$ cat src/rtl/ctrl_fsm_if.sv
`default_nettype none
// ----------------------------------------------------------------------------
// ctrl_fsm_if : instruction, reg_file, ALU and data-memory signals of ctrl_fsm
// Rev 1.0
// ----------------------------------------------------------------------------
interface ctrl_fsm_if #(
  parameter int DATA_W = 16
);
  logic              instr_valid;
  logic              instr_ready;
  logic [9:0]        instr;
  logic [DATA_W-1:0] ReadA;
  logic [DATA_W-1:0] ReadB;
  logic [2:0]        alu_op;
  logic [DATA_W-1:0] alu_result;
  logic              mem_req;
  logic              mem_we;
  logic [DATA_W-1:0] mem_addr;
  logic [DATA_W-1:0] mem_wdata;
  logic              mem_rvalid;
  logic [DATA_W-1:0] mem_rdata;
  logic [2:0]        srcA;
  logic [2:0]        srcB;
  logic              RegWrite;
  logic [DATA_W-1:0] writeValue;
  logic              busy;
  logic              halted;
  logic              mem_err;

  modport master (
    input  instr_valid, instr, ReadA, ReadB, alu_result, mem_rvalid, mem_rdata,
    output instr_ready, alu_op, mem_req, mem_we, mem_addr, mem_wdata,
           srcA, srcB, RegWrite, writeValue, busy, halted, mem_err
  );

  modport slave (
    output instr_valid, instr, ReadA, ReadB, alu_result, mem_rvalid, mem_rdata,
    input  instr_ready, alu_op, mem_req, mem_we, mem_addr, mem_wdata,
           srcA, srcB, RegWrite, writeValue, busy, halted, mem_err
  );
endinterface
`default_nettype wire

$ cat src/rtl/ctrl_fsm.sv
`default_nettype none
// ----------------------------------------------------------------------------
// ctrl_fsm : multicycle fetch/decode/writeback controller upstream of reg_file.
// Optional ILLEGAL_TRAP_EN: illegal opcodes halt and set the sticky ill_op flag.
// Rev 1.0
// ----------------------------------------------------------------------------
module ctrl_fsm #(
  parameter int DATA_W      = 16,
  parameter int MEM_TIMEOUT = 15
) (
  input  logic       CLK,
  input  logic       RST_N,
  ctrl_fsm_if.master bus
`ifdef ILLEGAL_TRAP_EN
  ,
  output logic       ill_op
`endif
);

  typedef enum logic [2:0] {
    S_IDLE     = 3'd0,
    S_DECODE   = 3'd1,
    S_EXEC     = 3'd2,
    S_MEM_WAIT = 3'd3,
    S_WB       = 3'd4,
    S_HALT     = 3'd5
  } state_t;

  localparam logic [3:0] OP_LDI  = 4'b1000;
  localparam logic [3:0] OP_LD   = 4'b1001;
  localparam logic [3:0] OP_ST   = 4'b1010;
  localparam logic [3:0] OP_HALT = 4'b1111;
  localparam logic [7:0] TIMEOUT = 8'(MEM_TIMEOUT);

  state_t            state_q, state_d;
  logic [9:0]        instr_q, instr_d;
  logic [DATA_W-1:0] opa_q, opa_d;
  logic [DATA_W-1:0] opb_q, opb_d;
  logic [DATA_W-1:0] write_value_q, write_value_d;
  logic [7:0]        cnt_q, cnt_d;
  logic              mem_req_q, mem_req_d;
  logic              mem_we_q, mem_we_d;
  logic              mem_err_q, mem_err_d;
`ifdef ILLEGAL_TRAP_EN
  logic              ill_op_q, ill_op_d;
`endif

  always_ff @(posedge CLK or negedge RST_N) begin
    if (!RST_N) begin
      state_q       <= S_IDLE;
      instr_q       <= '0;
      opa_q         <= '0;
      opb_q         <= '0;
      write_value_q <= '0;
      cnt_q         <= '0;
      mem_req_q     <= 1'b0;
      mem_we_q      <= 1'b0;
      mem_err_q     <= 1'b0;
    end else begin
      state_q       <= state_d;
      instr_q       <= instr_d;
      opa_q         <= opa_d;
      opb_q         <= opb_d;
      write_value_q <= write_value_d;
      cnt_q         <= cnt_d;
      mem_req_q     <= mem_req_d;
      mem_we_q      <= mem_we_d;
      mem_err_q     <= mem_err_d;
    end
  end

`ifdef ILLEGAL_TRAP_EN
  always_ff @(posedge CLK or negedge RST_N) begin
    if (!RST_N) ill_op_q <= 1'b0;
    else        ill_op_q <= ill_op_d;
  end
  assign ill_op = ill_op_q;
`endif

  always_comb begin
    state_d       = state_q;
    instr_d       = instr_q;
    opa_d         = opa_q;
    opb_d         = opb_q;
    write_value_d = write_value_q;
    cnt_d         = cnt_q;
    mem_req_d     = 1'b0;
    mem_we_d      = 1'b0;
    mem_err_d     = mem_err_q;
`ifdef ILLEGAL_TRAP_EN
    ill_op_d      = ill_op_q;
`endif
    case (state_q)
      S_IDLE: begin
        if (bus.instr_valid) begin
          instr_d = bus.instr;
          state_d = S_DECODE;
        end
      end
      S_DECODE: begin
        opa_d = bus.ReadA;
        opb_d = bus.ReadB;
        cnt_d = '0;
        if (!instr_q[9]) begin
          state_d = S_EXEC;
        end else begin
          case (instr_q[9:6])
            OP_LDI: begin
              write_value_d = {{(DATA_W-3){instr_q[2]}}, instr_q[2:0]};
              state_d       = S_WB;
            end
            OP_LD: begin
              mem_req_d = 1'b1;
              state_d   = S_MEM_WAIT;
            end
            OP_ST: begin
              mem_req_d = 1'b1;
              mem_we_d  = 1'b1;
              state_d   = S_IDLE;
            end
            OP_HALT: state_d = S_HALT;
            default: begin
`ifdef ILLEGAL_TRAP_EN
              ill_op_d = 1'b1;
              state_d  = S_HALT;
`else
              state_d  = S_IDLE;
`endif
            end
          endcase
        end
      end
      S_EXEC: begin
        write_value_d = bus.alu_result;
        state_d       = S_WB;
      end
      S_MEM_WAIT: begin
        // Data arriving on the timeout cycle itself still completes the load.
        if (bus.mem_rvalid) begin
          write_value_d = bus.mem_rdata;
          state_d       = S_WB;
        end else if (cnt_q == TIMEOUT) begin
          mem_err_d = 1'b1;
          state_d   = S_IDLE;
        end else begin
          cnt_d = cnt_q + 8'd1;
        end
      end
      S_WB:    state_d = S_IDLE;
      S_HALT:  state_d = S_HALT;
      default: state_d = S_IDLE;
    endcase
  end

  assign bus.instr_ready = (state_q == S_IDLE);
  assign bus.busy        = (state_q != S_IDLE) && (state_q != S_HALT);
  assign bus.halted      = (state_q == S_HALT);
  assign bus.RegWrite    = (state_q == S_WB);
  assign bus.alu_op      = instr_q[8:6];
  assign bus.srcA        = instr_q[5:3];
  assign bus.srcB        = instr_q[2:0];
  assign bus.writeValue  = write_value_q;
  assign bus.mem_req     = mem_req_q;
  assign bus.mem_we      = mem_we_q;
  assign bus.mem_addr    = opb_q;
  assign bus.mem_wdata   = opa_q;
  assign bus.mem_err     = mem_err_q;

endmodule
`default_nettype wire

$ cat src/flat_wrapper.sv
// flat-port wrapper written by rule: the top's interface ports become plain ports
module ctrl_fsm_flat 
#(
  parameter int DATA_W      = 16,
  parameter int MEM_TIMEOUT = 15
)
  (CLK, RST_N, bus_instr_valid, bus_instr, bus_ReadA, bus_ReadB, bus_alu_result, bus_mem_rvalid, bus_mem_rdata, bus_instr_ready, bus_alu_op, bus_mem_req, bus_mem_we, bus_mem_addr, bus_mem_wdata, bus_srcA, bus_srcB, bus_RegWrite, bus_writeValue, bus_busy, bus_halted, bus_mem_err);
  ctrl_fsm_if #(.DATA_W(DATA_W)) bus_i ();
  input  logic CLK;
  input  logic RST_N;
  input wire logic [$bits(bus_i.instr_valid)-1:0] bus_instr_valid;
  input wire logic [$bits(bus_i.instr)-1:0] bus_instr;
  input wire logic [$bits(bus_i.ReadA)-1:0] bus_ReadA;
  input wire logic [$bits(bus_i.ReadB)-1:0] bus_ReadB;
  input wire logic [$bits(bus_i.alu_result)-1:0] bus_alu_result;
  input wire logic [$bits(bus_i.mem_rvalid)-1:0] bus_mem_rvalid;
  input wire logic [$bits(bus_i.mem_rdata)-1:0] bus_mem_rdata;
  output wire logic [$bits(bus_i.instr_ready)-1:0] bus_instr_ready;
  output wire logic [$bits(bus_i.alu_op)-1:0] bus_alu_op;
  output wire logic [$bits(bus_i.mem_req)-1:0] bus_mem_req;
  output wire logic [$bits(bus_i.mem_we)-1:0] bus_mem_we;
  output wire logic [$bits(bus_i.mem_addr)-1:0] bus_mem_addr;
  output wire logic [$bits(bus_i.mem_wdata)-1:0] bus_mem_wdata;
  output wire logic [$bits(bus_i.srcA)-1:0] bus_srcA;
  output wire logic [$bits(bus_i.srcB)-1:0] bus_srcB;
  output wire logic [$bits(bus_i.RegWrite)-1:0] bus_RegWrite;
  output wire logic [$bits(bus_i.writeValue)-1:0] bus_writeValue;
  output wire logic [$bits(bus_i.busy)-1:0] bus_busy;
  output wire logic [$bits(bus_i.halted)-1:0] bus_halted;
  output wire logic [$bits(bus_i.mem_err)-1:0] bus_mem_err;
  assign bus_i.instr_valid = bus_instr_valid;
  assign bus_i.instr = bus_instr;
  assign bus_i.ReadA = bus_ReadA;
  assign bus_i.ReadB = bus_ReadB;
  assign bus_i.alu_result = bus_alu_result;
  assign bus_i.mem_rvalid = bus_mem_rvalid;
  assign bus_i.mem_rdata = bus_mem_rdata;
  assign bus_instr_ready = bus_i.instr_ready;
  assign bus_alu_op = bus_i.alu_op;
  assign bus_mem_req = bus_i.mem_req;
  assign bus_mem_we = bus_i.mem_we;
  assign bus_mem_addr = bus_i.mem_addr;
  assign bus_mem_wdata = bus_i.mem_wdata;
  assign bus_srcA = bus_i.srcA;
  assign bus_srcB = bus_i.srcB;
  assign bus_RegWrite = bus_i.RegWrite;
  assign bus_writeValue = bus_i.writeValue;
  assign bus_busy = bus_i.busy;
  assign bus_halted = bus_i.halted;
  assign bus_mem_err = bus_i.mem_err;
  ctrl_fsm #(.DATA_W(DATA_W), .MEM_TIMEOUT(MEM_TIMEOUT)) u_core (.CLK(CLK), .RST_N(RST_N), .bus(bus_i));
endmodule
$ cat config.mk
export PLATFORM = sky130hd
export DESIGN_NAME = ctrl_fsm_flat
export DESIGN_NICKNAME = d
export VERILOG_FILES = /design/src/rtl/ctrl_fsm_if.sv /design/src/rtl/ctrl_fsm.sv /design/src/flat_wrapper.sv
export SDC_FILE = /design/constraint.sdc
export NUM_CORES = 1
export LEC_CHECK = 0
export BUFFER_PORTS_ARGS = -buffer_cell sky130_fd_sc_hd__buf_2
export CAP_MARGIN = 25
export CORE_ASPECT_RATIO = 0.5
export CORE_UTILIZATION = 50
export CTS_CLUSTER_DIAMETER = 100
export DETAILED_ROUTE_END_ITERATION = 8
export GPL_TIMING_DRIVEN = 0
export PLACE_DENSITY_LB_ADDON = 0.25
export RECOVER_POWER = 25
export SLEW_MARGIN = 20
export SYNTH_ARGS = -nofsm -noshare
export SYNTH_HDL_FRONTEND = slang
export SYNTH_SLANG_ARGS = --single-unit
$ cat constraint.sdc
create_clock -name CLK -period 4.9 [get_ports CLK]
set_clock_uncertainty 0.1 [all_clocks]
set_input_delay 0.245 -clock CLK [delete_from_list [all_inputs] [get_ports CLK]]
set_output_delay 0.245 -clock CLK [all_outputs]
set_load 0.05 [all_outputs]
---- After elaboration in Yosys (flattened, before gate mapping) ----
Index checks and enable logic that the tools add are counted.
word-level totals
  flip-flop bits (word level) ............. 72
  bits of input ports ..................... 78
  output and inout port bits .............. 64
  logic and storage cells ................. 59
operators by class
  add/subtract/negate cells ............... 1
  eq/ne operators ......................... 18
  multiplexer cells ....................... 19
  bitwise gates (word level) .............. 1
  reductions and logical operators ........ 11
operators by type and width
  cell                 count
  $mux 16              3
  $pmux 16 s3          1
  $eq 4x4->1 const B   4
  $mux 8               2
  $pmux 8 s2           1
  $pmux 3 s5           1
  $mux 3               4
  $pmux 3 s3           1
  $add 8x1->8 const B  1
  $eq 8x4->1 const B   1
  $ne 2x2->1 const B   4
  $eq 3x2->1 const B   2
  $eq 3x3->1 const B   2
  $mux 1               6
  $reduce_and 3->1     2
  $reduce_bool 3->1    2
  $ne 2x1->1 const B   2
  $reduce_and 2->1     2
  $reduce_and 4->1     1
  $eq 3x1->1 const B   1
  $logic_not 3->1      1
  $ne 3x2->1 const B   1
  $ne 3x3->1 const B   1
  $reduce_bool 2->1    1
  3 further kinds      3

---- Longest topological paths before layout ----
  word-level depth ........................ 5
  mapped depth ............................ 7
  depth with buffers taken out ............ 4

---- Least setup slack after synthesis ----
OpenSTA, ideal clock, no wires.
  path type ............................... register to output
  start ................................... reg u_core.state_q[2]
  end ..................................... out bus_RegWrite
  arrival ................................. 1.760 ns
  required time ........................... 4.555 ns
  slack ................................... 2.795 ns
  cell stages (with the launch flop) ...... 4
  path buffers ............................ 1
  cell sequence ........................... dfrtp_1 > buf_1 > inv_1 > nor3_1
on the way
  word-level cells in the longest chain between the ends .. 1
RTL lines
  item                    line                source
  start, declared         ctrl_fsm.sv:35      state_t state_q, state_d;
  start signal, assigned  ctrl_fsm.sv:60      state_q <= state_d;
  $eq 3x3->1              ctrl_fsm.sv:158     assign bus.RegWrite = (state_q == S_WB);
  end, declared           flat_wrapper.sv:26  output wire logic [$bits(bus_i.RegWrite)-1:0] bus_RegWrite;
No other way between the ends.

---- Worst setup path after layout ----
  start ................................... reg u_core.instr_q[7]
  end ..................................... reg u_core.write_value_q[0], in the netlist u_core.bus.writeValue[0]
on the way
  word-level cells in the longest chain between the ends .. 3
RTL lines
  item                        line             source
  start, declared             ctrl_fsm.sv:36   logic [9:0] instr_q, instr_d;
  start signal, assigned      ctrl_fsm.sv:61   instr_q <= instr_d;
  $eq 4x4->1                  ctrl_fsm.sv:107  case (instr_q[9:6])
  $ne 2x1->1 (no line)        n/a
  $reduce_and 4->1 (no line)  n/a
  end signal, assigned        ctrl_fsm.sv:64   write_value_q <= write_value_d;
  end, declared               ctrl_fsm.sv:39   logic [DATA_W-1:0] write_value_q, write_value_d;
No other way between the ends.
A chain may end at the register's enable or synchronous reset.

==> run_results.csv <==
group,metric,value,unit
global_routing,gr-usage-all-layers,21.7,%
global_routing,grt_max_degree,52,
final_layout,seq_area,0.00180,mm2
routing,wl,7.61,mm
cts,cts.clk_slew.worst_paths,0.06,ns
logic_synthesis,post-synth-top-area-fraction,51.2,%
setup_path,cpLargestDelayFamily,"buffers and inverters",
cts,cts_root_buffer,"clkbuf_16",
flow_run,cap_violations,0,
sta,fmax,0.506,GHz
floorplanning,row_count,21,
final_layout,final_nets,568,
setup_path,worst-path-max-fanout,10,
floorplanning,design.core.area,0.00673,mm2
setup_path,slowest_delay,0.38,ns
place,gp_congestion,0.762,
setup_path,crit_arrival,2.09,ns
setup_path,cp-end-kind,"flop",
final_layout,layout_commonest_cell,"buf_2",
setup_path,worst-path-buf-inv,3,
final_layout,fillerInstances,523,
logic_synthesis,ys.warnings.count,0,
global_routing,grt_pass1_vias,2592,
setup_path,slowest_stage,"dfrtp_1",
logic_synthesis,yosysSeqAreaShare,51.2,%
place,dp_hpwl,5.35,mm
logic_synthesis,synthesis.area,0.00352,mm2
floorplanning,ios,142,
routing,drc,0,
logic_synthesis,ys_async_sr_fraction,100,%
final_layout,layout-drive-gt1-share,44.2,%
routing,drt_iter0_markers,116,
global_routing,grt_antenna_before_repair,0,
sta,worst_pin_slew,1.25,ns
setup_path,rr_worst_depth,6,
logic_synthesis,synth_ff_type,"dfrtp_1",
cts,cts.htree.levels,3,
floorplanning,design.die.area,0.00739,mm2
final_layout,final_cell_mix,"148 x buf_2, 104 x nand2_1, 72 x dfrtp_1",
run_status,outcome,"finished clean",
cts,ctsResizeCount,0,
routing,num_vias,2854,
logic_synthesis,avgSynthCellArea,10.8,um2
cts,cts_tree,"done",
cts,post_cts_buffers,0,
floorplanning,die_width,121,um
final_layout,syn_to_final_growth,35.4,%
setup_path,path_class,"reg -> reg",
logic_synthesis,synthCells,327,
sta,finalSetupTns,0,ns
logic_synthesis,yosys-top-cells-area,"dfrtp_1 51%, nand2_1 11%, mux2_2 8.3%, mux2_1 7.0%, mux2_4 4.3%",
sta,slew_violations,0,
setup_path,crit_cells,6,
routing,first_pass_iters,4,
cts,clockBufferDepth,2,
sta,setup_viol,0,
place,dpl.cell_count,561,
cts,clkSinkCount,72,
setup_path,path_cells,"clkbuf_1 > nor4b_1 > a22o_1 > buf_4 > buf_6 > mux2_4",
sta,rsz0062_at_grt,"no",
cts,clock_latency,0.33,ns
final_layout,diodes,0,
hold_path,holdCritPathClass,"in -> reg",
pwr,p_per_area,805,mW/mm2
sta,maxSlewHeadroom,16.5,%
setup_path,required,5.01,ns
sta,final_hold_viol_count,0,
routing,ant_nets,0,
sta,min_period,1.98,ns
pwr,leakagePower,2.48,nW
logic_synthesis,synth_seq_cells,72,
logic_synthesis,synth_edf_count,0,
logic_synthesis,syn-num-nets,406,
routing,drt-vias-per-instance,4.88,
place,port-buffer-count,141,
cts,numCtsBuffers,9,
pwr,vdd_drop_max,0.391,mV
sta,period_share,40.3,%
logic_synthesis,yosysTopAreaCell,"dfrtp_1",
floorplanning,die_h,61.3,um
hold_path,holdPathStages,3,
global_routing,grt_remaining_overflow,0,
global_routing,grt_pass1_wl,12.2,mm
final_layout,multi_input_area,0.00149,mm2
floorplanning,start_util,52.3,%
logic_synthesis,synth.distinct_cells,44,
routing,post_drt_wl_per_cell,13.0,um
setup_path,crit_path_start_kind,"flop",
final_layout,finalNonFillerCells,585,
-- what timing repair did --
| item | CTS | global route |
|---|---|---|
| endpoints found under the hold margin | 29 | 0 |
| hold buffers | 9 | 0 |
| setup endpoints to repair | 0 | 0 |
-- registers in the layout (all words and copies together), names as in the netlist --
| register | flops |
|---|---|
| u_core.instr_q | 10 |
| u_core.cnt_q | 8 |
| u_core.bus.mem_we | 1 |
| u_core.bus.mem_wdata | 16 |
| u_core.state_q | 3 |
| u_core.bus.mem_err | 1 |
| u_core.bus.mem_addr | 16 |
| u_core.bus.mem_req | 1 |
| u_core.bus.writeValue | 16 |
-- report_power, final --
part / switching (W) / internal (W)
Combinational: 0.00148 / 0.000692
Sequential: 0.000147 / 0.000857
Clock: 0.000229 / 0.000431
Total: 0.00185 / 0.00198
-- worst paths after layout --
kind / from / to / slack, ns
setup / recovery: u_core.instr_q[7] / u_core.bus.writeValue[0] / 2.92
hold / removal: bus_ReadA[12] / u_core.bus.mem_wdata[12] / 0.01
setup reg to reg: u_core.instr_q[7] / u_core.bus.writeValue[0] / 2.92
hold reg to reg: u_core.bus.mem_addr[13] / u_core.bus.mem_addr[13] / 0.37
max in group asynchronous: RST_N / u_core.bus.writeValue[15] / 3.24
min in group asynchronous: RST_N / u_core.bus.mem_wdata[14] / 0.63
-- Yosys cell counts, drive strengths merged, types with 3 or more instances --
cell type  number
a21oi           7
buf            28
clkbuf          3
dfrtp          72
inv             4
mux2           58
nand2         104
nor2            3
nor3            3
o21ai           4
o31ai           3
or4             4
xnor2           3
-- stage by stage --
step	hold slack, ns	power [W]	utilization, %	area [um2]	worst slack, ns
global placement	0.334	0.00315	64.5	4340	2.94
global route	0.00618	0.00407	70.8	4760	2.79
floorplan	-0.151	0.00271	-	3520	2.79
finish	0.0132	0.00383	70.8	4760	2.92
detailed placement	0.0548	0.00318	64.9	4370	2.92
CTS	0.00253	0.00387	70.8	4760	2.91
-- final cells by class --
| cell class | count | share of cell area [%] |
|---|---|---|
| Inverter | 4 | 0.315 |
| Clock buffer | 12 | 5.60 |
| Tap cell | 92 | 2.42 |
| Timing Repair Buffer | 151 | 17.3 |
| Multi-Input combinational cell | 220 | 31.4 |
| Clock inverter | 3 | 0.841 |
| Buffer | 31 | 4.31 |
| Sequential cell | 72 | 37.9 |
-- cell families after synthesis --
family | after synthesis | share of synthesized area (%)
and+or+nand+nor | 133 | 16.8
DFF | 72 | 51.2
muxes | 59 | 19.9
buffers and inverters | 35 | 6.26
AOI/OAI and AO/OA | 24 | 4.63
xor gates and xnor gates | 3 | 0.747
adders and majority gates | 1 | 0.356
-- metal layers --
| metal | track usage [%] | share of wire, % |
|---|---|---|
| met3 | 6.85 | 5.4 |
| met5 | 0 | 0 |
| met4 | 6.88 | 1.1 |
| met2 | 37.8 | 48 |
| met1 | 26.8 | 46 |
-- worst min-delay path, cell delays in order --
cell,delay [ns]
buf_2,0.07
nand2_1,0.04
nand2_1,0.05
Power figures use the tool's default switching activity.
